===== src/rtl/freq_meter_pkg.sv =====
// Shared types and default timing constants for the 50 MHz frequency meter.
// All defaults derive from the 50_000_000 Hz system clock.
package freq_meter_pkg;

   // 1 s gate = 50_000_000 Hz * 1 s
   localparam int DEF_GATE_CYCLES = 50_000_000;
   // 0.75 s loss window = 50_000_000 Hz * 0.75 s
   localparam int DEF_LOSS_CYCLES = 37_500_000;

   typedef enum logic [1:0] {
      ST_IDLE  = 2'd0,
      ST_COUNT = 2'd1,
      ST_DONE  = 2'd2
   } gate_state_e;

endpackage


===== src/rtl/freq_meter_50m_sig_sync_edge.sv =====
// Two-flop synchronizer for an asynchronous input plus a registered
// rising-edge detector; rise_p pulses 3 cycles after a sig_in rise.
module sig_sync_edge (
   input  logic clk_50m,
   input  logic rst_n,
   input  logic sig_in,
   output logic sync_out,
   output logic rise_p
);

   logic sync_ff1;
   logic sync_prev;

   // NOTE: sequential state uses non-blocking assignments so every flop
   // samples the pre-edge value of its neighbour, forming a real shift chain.
   always_ff @(posedge clk_50m or negedge rst_n) begin
      if (!rst_n) begin
         sync_ff1  <= 1'b0;
         sync_out  <= 1'b0;
         sync_prev <= 1'b0;
         rise_p    <= 1'b0;
      end else begin
         sync_ff1  <= sig_in;
         sync_out  <= sync_ff1;
         sync_prev <= sync_out;
         rise_p    <= sync_out & ~sync_prev;
      end
   end

endmodule


===== src/rtl/freq_meter_50m.sv =====
// Gated edge counter (frequency), free-running period timer and loss
// detector for a slow asynchronous signal sampled by the 50 MHz clock.
module freq_meter_50m
   import freq_meter_pkg::*;
#(
   parameter int GATE_CYCLES = DEF_GATE_CYCLES,
   parameter int LOSS_CYCLES = DEF_LOSS_CYCLES,
   parameter int CNT_W       = 25,
   parameter int PER_W       = 27
) (
   input  logic             clk_50m,
   input  logic             rst_n,
   input  logic             sig_in,
   input  logic             start,
   output logic             busy,
   output logic [CNT_W-1:0] freq_hz,
   output logic             meas_valid,
   output logic [PER_W-1:0] period_cycles,
   output logic             period_valid,
   output logic             sig_lost
);

   localparam int GT_W = (GATE_CYCLES > 1) ? $clog2(GATE_CYCLES + 1) : 1;
   localparam logic [GT_W-1:0]  GATE_LAST = GT_W'(GATE_CYCLES - 1);
   localparam logic [CNT_W-1:0] CNT_MAX   = '1;
   localparam logic [PER_W-1:0] PER_MAX   = '1;
   localparam logic [PER_W-1:0] LOSS_LIM  = PER_W'(LOSS_CYCLES);

   gate_state_e      state, state_nx;
   logic             edge_p;
   logic             sig_sync_unused;
   logic [GT_W-1:0]  gate_tmr;
   logic             gate_last;
   logic [CNT_W-1:0] edge_cnt, cnt_nx;
   logic [PER_W-1:0] per_tmr, per_nx;
   logic             have_edge;

   sig_sync_edge u_sync (
      .clk_50m  (clk_50m),
      .rst_n    (rst_n),
      .sig_in   (sig_in),
      .sync_out (sig_sync_unused),
      .rise_p   (edge_p)
   );

   assign gate_last = (gate_tmr == GATE_LAST);
   // The final gate cycle's edge must reach freq_hz, so load the next count.
   assign cnt_nx    = (edge_p && edge_cnt != CNT_MAX) ? edge_cnt + CNT_W'(1) : edge_cnt;
   assign per_nx    = edge_p ? PER_W'(1)
                    : (per_tmr == PER_MAX) ? per_tmr : per_tmr + PER_W'(1);

   always_ff @(posedge clk_50m or negedge rst_n) begin
      if (!rst_n) state <= ST_IDLE;
      else        state <= state_nx;
   end

   // NOTE: every output of this block gets a default first, so no path
   // through the case statement can leave one unassigned and infer a latch.
   always_comb begin
      state_nx   = state;
      busy       = 1'b0;
      meas_valid = 1'b0;
      case (state)
         ST_IDLE:  if (start) state_nx = ST_COUNT;
         ST_COUNT: begin
            busy = 1'b1;
            if (gate_last) state_nx = ST_DONE;
         end
         ST_DONE: begin
            meas_valid = 1'b1;
            state_nx   = ST_IDLE;
         end
         default:  state_nx = ST_IDLE;
      endcase
   end

   always_ff @(posedge clk_50m or negedge rst_n) begin
      if (!rst_n) begin
         gate_tmr <= '0;
         edge_cnt <= '0;
         freq_hz  <= '0;
      end else begin
         case (state)
            ST_IDLE: if (start) begin
               gate_tmr <= '0;
               edge_cnt <= '0;
            end
            ST_COUNT: begin
               gate_tmr <= gate_tmr + GT_W'(1);
               edge_cnt <= cnt_nx;
               if (gate_last) freq_hz <= cnt_nx;
            end
            default: ;
         endcase
      end
   end

   // Period timer runs regardless of the gate; its value doubles as the
   // "cycles since last edge" count for loss detection.
   always_ff @(posedge clk_50m or negedge rst_n) begin
      if (!rst_n) begin
         per_tmr       <= '0;
         have_edge     <= 1'b0;
         period_cycles <= '0;
         period_valid  <= 1'b0;
         sig_lost      <= 1'b0;
      end else begin
         per_tmr      <= per_nx;
         period_valid <= 1'b0;
         sig_lost     <= (per_nx >= LOSS_LIM);
         if (edge_p) begin
            have_edge <= 1'b1;
            if (have_edge) begin
               period_cycles <= per_tmr;
               period_valid  <= 1'b1;
            end
         end
      end
   end

endmodule

===== config.mk =====
export PLATFORM = sky130hd
export DESIGN_NAME = freq_meter_50m
export DESIGN_NICKNAME = d
export VERILOG_FILES = /design/src/rtl/freq_meter_pkg.sv /design/src/rtl/freq_meter_50m_sig_sync_edge.sv /design/src/rtl/freq_meter_50m.sv
export SDC_FILE = /design/constraint.sdc
export NUM_CORES = 1
export LEC_CHECK = 0
export CAP_MARGIN = 20
export CORE_MARGIN = 2
export CORE_UTILIZATION = 52
export CTS_CLUSTER_SIZE = 25
export DETAILED_ROUTE_END_ITERATION = 8
export PLACE_DENSITY = 0.76
export SYNTH_ARGS = -nofsm -noshare
export SYNTH_HDL_FRONTEND = slang
export SYNTH_SLANG_ARGS = --single-unit
export TNS_END_PERCENT = 30

===== constraint.sdc =====
create_clock -name clk_50m -period 2.7 [get_ports clk_50m]
set_clock_uncertainty 0.05 [all_clocks]
set_input_delay 0.405 -clock clk_50m [delete_from_list [all_inputs] [get_ports clk_50m]]
set_output_delay 0.405 -clock clk_50m [all_outputs]
set_load 0.02 [all_outputs]

==> impl_results.md <==
- Min Tclk post-route: 2.607 ns
- Final setup viols: 0
- Number of routed nets with antenna violations: 0
- Die height: 118.8 microns
- Arr. time, crit path: 2.87 ns
- Root Buffer: clkbuf_16
- CTS clock-pin slew for the worst setup and hold paths: 0.06 ns
- # fillers: 1,015
- Placer Congestion: 0.8892
- VDD IR-drop max: 0.0004416 V
- Synth Net Count: 707
- Endpoint type of the worst setup path: flip-flop
- CP startpoint kind: flip-flop
- Vias per cell: 5.851
- Syn Area/Cell: 9.784 sq um
- Cell area after synthesis: 6849 sq um
- Top Metal Used: met4
- Setup_tns: 0 ns
- WL/cell: 16.50 microns
- Crit-path cells: ha_2 -> and3_4 -> and4_4 -> a2111oi_4 -> mux2_4 -> or3_1 -> a21oi_1 -> a21bo_1
- HP Start: u_sync.sync_ff1$_DFF_PN0_
- Sequential fraction of the synthesis area: 0.5079
- Tot GR Track Use: 0.2351
- Initial Utilization: 0.5384
- Syn Inst Count: 700
- First-pass GRT wire length: 26.74 mm
- Layout Nets: 774
- DP Area: 7710 sq um
- DR DRC count: 0
- Worst skew pair latency: 0.43 ns
- Fmax: 383.6 MHz
- Port Buf Inserts: 59
- Metal-1 WL: 6.751 mm
- Vias in the first global route: 5,582
- Tightest Pin Transition: 0.6956 ns
- Area growth syn-to-layout: 22.20%
- IO Pins: 60
- Number of enable flip-flop cells after synthesis: 0
- Core region area: 12,720 sq um
- Hold EP: u_sync.sync_out$_DFF_PN0_
- CP max FO: 4
- Rel. slew slack: 0.5351
- Crit share post-route: 0.9655
- Reg2reg start: per_tmr[0]$_DFF_PN0_
- Reg2Reg Setup Slack: 0.09 ns
- Met2 wire length: 7.827 mm
- ANT cells: 0
- Final Util: 0.6578
- Largest net degree at the start of global routing: 61
- Reg2reg end: sig_lost$_DFF_PN0_
- Most common cell after layout, fill and taps aside: dfrtp_1
- Post-route setup slack: 0.09310 ns
- Pins over their slew limit: 0
- Required time of the critical path: 2.96 ns
- Top_reg_cell synth: dfrtp_1
- Design area: 8369 sq um
- CTS tree: built
- Worst Hold Path Cells: 0
- Hold/Removal Path Class: flip-flop to flip-flop
- H-tree lvl count: 4
- CTS Sinks: 139
- CTS buffer count: 17
- Outcome: finished, final reports clean
- Yosys warning count: 0
- Slowest-stage cell, CP: or3_1
- Area of the die: 14,110 sq um
- Layout cell share with drive strength beyond 1: 0.1372
- Fraction of registers with async set/reset: 1.000
- Static Leak: 3.591 nW
- RSZ-0062 raised after global routing: no
- DP Worst Slack: -0.007796 ns
- Routed vias: 5,570
- Critical Path Max Stage Delay: 0.40 ns
- Reg2reg path depth: 8
- Routed wire length: 15.71 mm
- Most frequent cells in the layout: 139 x dfrtp_1, 93 x nand2_1, 63 x o21ai_0, 58 x clkdlybuf4s50_1, 51 x nor2_1
- P per Cell Area: 642.6 nW/um^2
- Max Cap Violations: 0
- DR pass1 iterations: 5
- Initial antenna violation count: 0
- Site row count: 41
- Iteration-0 DRC Markers: 392
- Fin. Hold Viols: 0
- Wire length on met3: 643 microns
- Yosys reg bits: 139
- DP HPWL: 10.63 mm
- Critical path class: flip-flop to flip-flop
- Die Width: 118.8 microns
- GRT Residual Overflow: 0
- Max clock buf depth: 2
- Synth unique cells: 58
area by class of cell:
cell class                 count  area (sq um)  area share
timing repair buffer          92         867.1      0.1036
clock inverter                 8         140.1     0.01674
inverter                      13         48.80    0.005830
tap                          172         215.2     0.02571
sequential                   139          3478      0.4156
clock buffer                  24         471.7     0.05636
multi-input combinational    504          3148      0.3761
kinds of logic after synthesis:
family	count (synthesis)	share of synthesized area
AND/OR/NAND/NOR	279	0.2037
AO/OA/AOI/OAI	148	0.1376
flip-flops	139	0.5079
buffers and inverters	57	0.03800
XOR/XNOR	39	0.04987
multiplexers	35	0.05755
adder cells (fa/ha/maj)	3	0.005481
critical path, delay by kind of cell (launching register included):
kind | cells | cell delay, ns
flops | 1 | 0.38
mux | 1 | 0.34
compound gates | 3 | 0.74
simple gates | 3 | 0.77
fa+ha+maj | 1 | 0.20
per-layer routing:
| metal | up-vias | global-route usage |
|---|---|---|
| li1 | 2632 | - |
| met5 | - | 0 |
| met1 | 2744 | 0.2904 |
| met4 | 0 | 0.1161 |
| met3 | 42 | 0.05068 |
| met2 | 152 | 0.3901 |
synth_stat cells, types with 7 or more instances:
cell	count	area, sq um
dfrtp_1	139	3478
nand2_1	93	349.1
o21ai_0	63	315.3
nor2_1	51	191.4
nand3_1	41	205.2
mux2_2	27	304.0
clkbuf_1	26	97.59
xnor2_1	25	219.0
nand4_1	20	125.1
o21ai_1	18	90.09
xor2_1	14	122.6
inv_1	13	48.80
a31oi_1	12	75.07
nor3_1	11	55.05
and3_1	9	56.30
and4_1	9	78.83
a21oi_1	8	40.04
nor2b_1	8	50.05
o31ai_1	8	60.06
buf_2	7	35.03
nor4_1	7	43.79
registers in the layout (all words and copies together) (netlist names):
register and count:
freq_hz 25, sig_lost 1, per_tmr 27, state 2, u_sync.rise_p 1, u_sync.sync_prev 1, period_cycles 27, u_sync.sync_out 1
have_edge 1, edge_cnt 25, u_sync.sync_ff1 1, period_valid 1, gate_tmr 26
stage by stage:
stage	hold slack, ns	power (mW)	std cells
finish	0.2993	5.378	952
CTS	0.3013	5.405	952
floorplan	0.05941	2.752	700
global placement	0.2922	2.953	918
detailed placement	0.2889	2.989	918
global route	0.3165	5.600	952
repair_timing:
action / in CTS / in global routing
setup endpoints to repair: 1 / 1
endpoints found under the hold margin: 58 / 0
buffers inserted: 1 / 0
pin swaps: 0 / 0
gates resized for setup: 2 / 3
hold buffers: 1 / 0
worst max path at each step:
stage	from	endpoint	slack, ns	cells past startpoint
finish	per_tmr[0]$_DFF_PN0_	sig_lost$_DFF_PN0_	0.09	8
global route	per_tmr[19]$_DFF_PN0_	sig_lost$_DFF_PN0_	0.02	7
CTS	per_tmr[0]$_DFF_PN0_	sig_lost$_DFF_PN0_	0.002	8
detailed placement	per_tmr[0]$_DFF_PN0_	sig_lost$_DFF_PN0_	-0.008	8
global placement	per_tmr[0]$_DFF_PN0_	sig_lost$_DFF_PN0_	0.1	8
floorplan	per_tmr[0]$_DFF_PN0_	sig_lost$_DFF_PN0_	0.008	9
where the power goes:
| group | internal [mW] | switching (mW) |
|---|---|---|
| Sequential | 2.22 | 0.165 |
| Clock | 1.59 | 0.836 |
| Combinational | 0.257 | 0.316 |
(Power assumes the default switching activity.)
